**config.mk**
```make
export PLATFORM = sky130hd
export DESIGN_NAME = cv32e40p_ex_wb_pipeline
export DESIGN_NICKNAME = d
export VERILOG_FILES = /design/src/rtl/cv32e40p_ex_wb_pipeline.sv
export SDC_FILE = /design/constraint.sdc
export NUM_CORES = 1
export LEC_CHECK = 0
export BUFFER_PORTS_ARGS = -buffer_cell sky130_fd_sc_hd__buf_2
export CAP_MARGIN = 5
export CORE_MARGIN = 1.5
export CORE_UTILIZATION = 49
export DETAILED_ROUTE_END_ITERATION = 6
export GPL_ROUTABILITY_DRIVEN = 0
export HOLD_SLACK_MARGIN = 0.15
export PLACE_DENSITY = 0.8
export SLEW_MARGIN = 25
export SYNTH_ARGS = -nofsm -noshare
export SYNTH_HDL_FRONTEND = slang
export SYNTH_SLANG_ARGS = --single-unit
export TNS_END_PERCENT = 20
```
**constraint.sdc**
```tcl
create_clock -name clk -period 2.47 [get_ports clk]
set_input_delay 0.3705 -clock clk [delete_from_list [all_inputs] [get_ports clk]]
set_output_delay 0.3705 -clock clk [all_outputs]
set_load 0.01 [all_outputs]
```
**src/rtl/cv32e40p_ex_wb_pipeline.sv**
```systemverilog
// EX->WB stage: registers regfile writeback for finished instructions and parks loads
// until the LSU has returned every beat; also counts retirements and flags stray rvalids.
module cv32e40p_ex_wb_pipeline #(
  parameter int REG_ADDR_WIDTH   = 6,
  parameter int RETIRE_CNT_WIDTH = 32
) (
  input  logic                        clk,
  input  logic                        rst,
  input  logic                        ex_valid_i,
  input  logic                        regfile_we_ex_i,
  input  logic [REG_ADDR_WIDTH-1:0]   regfile_waddr_ex_i,
  input  logic [31:0]                 regfile_wdata_ex_i,
  input  logic                        data_req_ex_i,
  input  logic                        data_we_ex_i,
  input  logic                        data_misaligned_ex_i,
  input  logic                        lsu_rvalid_i,
  input  logic [31:0]                 lsu_rdata_i,
  input  logic                        flush_i,
  output logic                        wb_ready_o,
  output logic                        regfile_we_wb_o,
  output logic [REG_ADDR_WIDTH-1:0]   regfile_waddr_wb_o,
  output logic [31:0]                 regfile_wdata_wb_o,
  output logic                        wb_valid_o,
  output logic                        load_pending_o,
  output logic [RETIRE_CNT_WIDTH-1:0] retire_cnt_o,
  output logic                        spurious_rvalid_o
);

  typedef enum logic {IDLE, WAIT_LOAD} state_e;

  localparam logic [RETIRE_CNT_WIDTH-1:0] CNT_ONE = RETIRE_CNT_WIDTH'(1);

  state_e                      state_q;
  logic [1:0]                  beats_q;
  logic                        ld_we_q;
  logic [REG_ADDR_WIDTH-1:0]   ld_waddr_q;
  logic                        rf_we_q;
  logic [REG_ADDR_WIDTH-1:0]   rf_waddr_q;
  logic [31:0]                 rf_wdata_q;
  logic                        wb_valid_q;
  logic [RETIRE_CNT_WIDTH-1:0] retire_cnt_q;
  logic                        spurious_q;

  logic capture;
  logic is_load;

  assign wb_ready_o = (state_q == IDLE);
  assign capture    = ex_valid_i & wb_ready_o;
  assign is_load    = data_req_ex_i & ~data_we_ex_i;

  // NOTE: every register in this block is updated with <= so all of them sample the
  // pre-edge values; a blocking assignment here would let later lines see half-updated state.
  always_ff @(posedge clk) begin
    if (rst) begin
      state_q      <= IDLE;
      beats_q      <= 2'd0;
      ld_we_q      <= 1'b0;
      ld_waddr_q   <= '0;
      rf_we_q      <= 1'b0;
      rf_waddr_q   <= '0;
      rf_wdata_q   <= '0;
      wb_valid_q   <= 1'b0;
      retire_cnt_q <= '0;
      spurious_q   <= 1'b0;
    end else begin
      rf_we_q    <= 1'b0;
      wb_valid_q <= 1'b0;

      // Nothing is outstanding in IDLE, so any response there is unexpected.
      if (lsu_rvalid_i && state_q == IDLE) spurious_q <= 1'b1;

      if (flush_i) begin
        state_q <= IDLE;
        beats_q <= 2'd0;
      end else begin
        case (state_q)
          IDLE: begin
            if (capture) begin
              if (is_load) begin
                ld_we_q    <= regfile_we_ex_i;
                ld_waddr_q <= regfile_waddr_ex_i;
                beats_q    <= data_misaligned_ex_i ? 2'd2 : 2'd1;
                state_q    <= WAIT_LOAD;
              end else begin
                wb_valid_q   <= 1'b1;
                retire_cnt_q <= retire_cnt_q + CNT_ONE;
                // Stores never write the regfile even if EX left its we set.
                if (regfile_we_ex_i && !data_req_ex_i) begin
                  rf_we_q    <= 1'b1;
                  rf_waddr_q <= regfile_waddr_ex_i;
                  rf_wdata_q <= regfile_wdata_ex_i;
                end
              end
            end
          end
          WAIT_LOAD: begin
            if (lsu_rvalid_i) begin
              beats_q <= beats_q - 2'd1;
              if (beats_q == 2'd1) begin
                state_q      <= IDLE;
                wb_valid_q   <= 1'b1;
                retire_cnt_q <= retire_cnt_q + CNT_ONE;
                rf_we_q      <= ld_we_q;
                rf_waddr_q   <= ld_waddr_q;
                rf_wdata_q   <= lsu_rdata_i;
              end
            end
          end
          default: state_q <= IDLE;
        endcase
      end
    end
  end

  assign regfile_we_wb_o    = rf_we_q;
  assign regfile_waddr_wb_o = rf_waddr_q;
  assign regfile_wdata_wb_o = rf_wdata_q;
  assign wb_valid_o         = wb_valid_q;
  assign load_pending_o     = (state_q == WAIT_LOAD);
  assign retire_cnt_o       = retire_cnt_q;
  assign spurious_rvalid_o  = spurious_q;

endmodule

```
### Word-level counts from Yosys, hierarchy flattened

Index checks and enable logic that the tools add are counted.

* register bits: 83
* input port bits: 79
* output and inout port bits: 75

* $add $sub $neg: 2
* equal/unequal tests: 7
* multiplexer cells: 38
* bitwise gates (word level): 5
* reductions and logical operators: 8

Operator list (number)
* two-way mux 32 bit: 9
* one-hot mux 32 bit (2 select lines): 2
* adder 32 x 1 -> 32 bit (second input constant): 1
* two-way mux 6 bit: 5
* two-way mux 1 bit: 13
* one-hot mux 6 bit (2 select lines): 1
* two-way mux 2 bit: 4
* inequality test 2 x 1 -> 1 bit (second input constant): 4
* one-hot mux 1 bit (2 select lines): 3
* AND reduction 6 bit: 1
* AND reduction 5 bit: 1
* inequality test 2 bit (second input constant): 2
* one-hot mux 2 bit (2 select lines): 1
* AND reduction 4 bit: 1
* NOT 1 bit: 3
* AND reduction 3 bit: 1
* AND 1 bit: 2
* equality test 2 x 1 -> 1 bit (second input constant): 1
* logical AND 1 bit: 2
* OR reduction 2 bit: 1
* subtractor 2 x 1 -> 2 bit (second input constant): 1
* zero test 1 bit: 1

### Logic depth before layout (Yosys ltp)

* depth after elaboration: 6
* mapped depth: 8

### Worst setup path before layout

No wires, ideal clock.

* path type: register to register
* start: reg retire_cnt_q[0], in the netlist retire_cnt_o[0]
* end: reg retire_cnt_q[28], in the netlist retire_cnt_o[28]
* setup time: 123 ps
* arrival time: 1705 ps
* data required time: 2347 ps
* slack: 641 ps
* cell stages (with the launch flop): 6
* path buffers: 1
* clock period less this slack: 1829 ps
* path through: dfxtp_1 > ha_1 > clkbuf_1 > o211ai_1 > nor4_2 > mux2_1

* longest elaborated chain between the ends: 4
* elaborated cells between the ends (all ways): 6
* those cells by class: add/sub: 1; mux: 5

RTL lines
* from (decl): RTL line 41 `logic [RETIRE_CNT_WIDTH-1:0] retire_cnt_q;`
* from (signal assigned): RTL line 86 `retire_cnt_q <= retire_cnt_q + CNT_ONE;`
* from (signal assigned): RTL line 102 `retire_cnt_q <= retire_cnt_q + CNT_ONE;`
* adder 32 x 1 -> 32 bit *: RTL line 86, 102
* two-way mux 32 bit (on tied branches): RTL line 99, 79
* two-way mux 32 bit (on tied branches): RTL line 97, 78
* one-hot mux 32 bit (2 select lines) *: RTL line 76 `case (state_q)`

Mark *: on every way between the ends. The rest lies on a longest branch, timed or not. The select of a mux whose other input is x is not followed.
A chain may end at the register's enable or synchronous reset.

### Worst setup path in the final report

* start: reg state_q, in the netlist load_pending_o
* end: reg rf_wdata_q[0], in the netlist regfile_wdata_wb_o[0]

* longest elaborated chain between the ends: 4
* elaborated cells between the ends (all ways): 9
* those cells by class: eq/ne: 5; mux: 1; bitwise: 2; reduce/logical: 1

RTL lines
* from (decl): RTL line 33 `state_e state_q;`
* from (signal assigned): RTL line 55 `state_q <= IDLE;`
* from (signal assigned): RTL line 73 `state_q <= IDLE;`
* from (signal assigned): RTL line 83 `state_q <= WAIT_LOAD;`
* NOT 1 bit (no line)
* AND 1 bit: RTL line 48 `assign capture = ex_valid_i & wb_ready_o;`
* inequality test 2 x 1 -> 1 bit (no line)
* AND reduction 6 bit (no line)
* to (signal assigned): RTL line 91 `rf_wdata_q <= regfile_wdata_ex_i;`
* to (signal assigned): RTL line 105 `rf_wdata_q <= lsu_rdata_i;`
* to (decl): RTL line 39 `logic [31:0] rf_wdata_q;`

Parallel ways exist; a longest one is shown, timed or not.

==> reports/qor.txt <==
share of cells above drive strength 1 - 33.0%
CTS Buffer Depth - 2
Async S/R FF share, synth - 0%
leading area contributor after synthesis - dfxtp_1
Starting Density - 50.0%
Worst path slowest cell - buf_4
Area Overhead vs Synth - 25.3%
Slew HR - 57.9%
Final Hold Viols - 0
cell area after placement - 4900 um^2
Worst Setup SP - load_pending_o
Syn. warnings - 0
most frequent cell after synthesis - dfxtp_1
vias per std cell - 5.74
clk sinks - 83
Rows - 33
total CTS buffers - 9
WP data required - 2730 ps
GRT Total Usage - 24.1%
Ports - 154
Resized Gates After CTS - 0
fin crit share - 87.1%
DRT Pass-1 Iters - 4
Routed WL per cell - 15.5 um
fmax - 0.465 GHz
synthesized area per cell - 9.09 um^2
CP most frequent cell - buf_4
initial drt markers - 149
Yosys reg bits - 83
WL final - 10.8 mm
CP endpoint kind - flip-flop
FF-to-FF Start - load_pending_o
TritonCTS clock tree - done
die width - 94.1 um
r2r worst-path depth - 5
unrepaired setup endpoints after global routing - no
Post-synth EDFFs - 0
dominant synthesized flop cell - dfxtp_1
final std cell area, no fill - 5100 um^2
Core ar. - 8130 um^2
FILL cells - 706
syn_nets - 529
Cell Area, Synth - 4070 um^2
maximum number of pins on one net before global-route repair - 45
# nets final - 667
CP Max Fanout - 39
grt ovf - 0
Die Y-Extent - 94.1 um
Synth top cells by count - 83 x dfxtp_1, 63 x a21oi_1, 39 x a211oi_1, 39 x mux2i_1, 24 x nor2_1
peak supply drop - 296 uV
Post-CTS Setup Inserts - 0
Final Max Slew Viols - 0
outcome - complete, no violations
Routed Antenna Nets - 0
initial antenna violation count - 0
HPWL Detailed - 7.90 mm
Leakage - 2.10 nW
clock skew - 18.5 ps
first-pass GRT wire length - 16.9 mm
Netlist cell types - 46
flop2flop setup slack - 320 ps
Worst EP arrival - 2410 ps
post-synth top area share - 40.8%
power per cell area - 526 nW/um^2
Setup crit end - regfile_wdata_wb_o[0]
Die ar. - 8860 um^2
TNS Setup - 0 ps
CP cell instances - buf_4 > or2_2 > buf_4 > a21oi_1 > a211oi_1
Power, Total - 0.00268 W
Synth Instances - 448
RR Endpoint - regfile_wdata_wb_o[0]
port bufs - 153
vias in the first global route - 3615
Max Cap Viol - 0
Hold/Removal Path Class - in -> reg
Final setup viols - 0
Diodes inserted - 0
Worst Tran Pin Value - 632 ps
number of remaining DRC errors - 0
Setup CP Type - reg -> reg
main area contributors after synthesis - dfxtp_1 41%, mux2i_1 9.6%, a21oi_1 7.7%
kind of start point of the critical path - flip-flop
Seq/Total Area, Yosys - 40.8%
Min Clock Period, post-route - 2150 ps
clock root cell - clkbuf_8
H-tree levels - 3
CP max stage delay - 550 ps
Hold Buf Count CTS - 0
via count - 3995
Skew-Pair Late Insertion Delay - 370 ps
Clock transition at path regs - 80 ps
[power breakdown]
group          leakage, nW  internal, W  total [W]  switching [W]
logic                 1.33     0.000126   0.000287       0.000161
clock network       0.0922     0.000499    0.00101       0.000510
registers            0.672      0.00137    0.00138      0.0000185
total                 2.10      0.00199    0.00268       0.000689
[state kept, by name (all words and copies together), names as in the netlist]
register and flops:
ld_we_q 1, load_pending_o 1, spurious_rvalid_o 1, beats_q 2, regfile_wdata_wb_o 32, regfile_we_wb_o 1, ld_waddr_q 6, regfile_waddr_wb_o 6
wb_valid_o 1, retire_cnt_o 32
[cell families (layout without fill, tap and decap cells)]
kind of cell             after synthesis  count (layout)  synth area share [%]
AO/OA/AOI/OAI                        135             135                  20.3
AND/OR/NAND/NOR                      129             129                  19.1
flip-flops                            83              83                  40.8
multiplexers                          54              54                  13.7
buffers and inverters                 44             187                  5.16
adder cells (fa/ha/maj)                2               2                 0.615
XOR/XNOR                               1               1                 0.215
[how the worst min path moves through the flow]
stage	from	end	slack, ps	cells past startpoint
3_3_place_gp	spurious_rvalid_o	spurious_rvalid_o	450	2
3_5_place_dp	spurious_rvalid_o	spurious_rvalid_o	470	2
4_1_cts	regfile_waddr_ex_i[5]	ld_waddr_q[5]	250	3
6_report	regfile_waddr_ex_i[5]	ld_waddr_q[5]	250	3
2_1_floorplan	beats_q[1]	beats_q[1]	450	2
5_1_grt	regfile_waddr_ex_i[1]	ld_waddr_q[1]	250	3
[critical path: cells and delay by family (launching register included)]
family	cells	cell delay, ps
buffers and inverters	2	890
flip-flops	1	440
AO/OA/AOI/OAI	2	380
AND/OR/NAND/NOR	1	320
[final cells by class]
type,count,area [um^2],area share (%)
Clock buffer,11,141,2.77
Multi-Input combinational cell,321,2210,43.4
Inverter,6,22.5,0.442
Clock inverter,5,61.3,1.20
Sequential cell,83,1660,32.6
Timing Repair Buffer,165,868,17.0
Tap cell,105,131,2.58
[cells in the final DEF, fill, tap and decap left out, types with 10 or more instances in the layout]
cell type,n
clkbuf_8,10
nand2_1,18
buf_4,11
nor2b_1,16
mux2_1,14
nand3_1,11
o21ai_0,16
dfxtp_1,82
buf_2,153
a21oi_1,63
nor2_1,24
a211oi_1,38
mux2i_1,39
[through the flow]
stage,utilization (%),hold WS [ps],setup slack (ps),instances
global placement,60.2,448,411,680
CTS,62.7,246,321,696
finish,62.7,254,320,696
floorplan,-,449,641,448
detailed placement,60.2,467,324,680
global route,62.7,251,168,696
[routing by layer]
| metal | track usage, % | share of wire (%) | vias to the layer above |
|---|---|---|---|
| li1 | - | - | 1949 |
| met1 | 29.5 | 42 | 1869 |
| met2 | 40.1 | 49 | 157 |
| met3 | 4.85 | 6.5 | 20 |
| met4 | 11.6 | 2.3 | 0 |
| met5 | 0 | 0 | - |
Power figures use the tool's default switching activity.
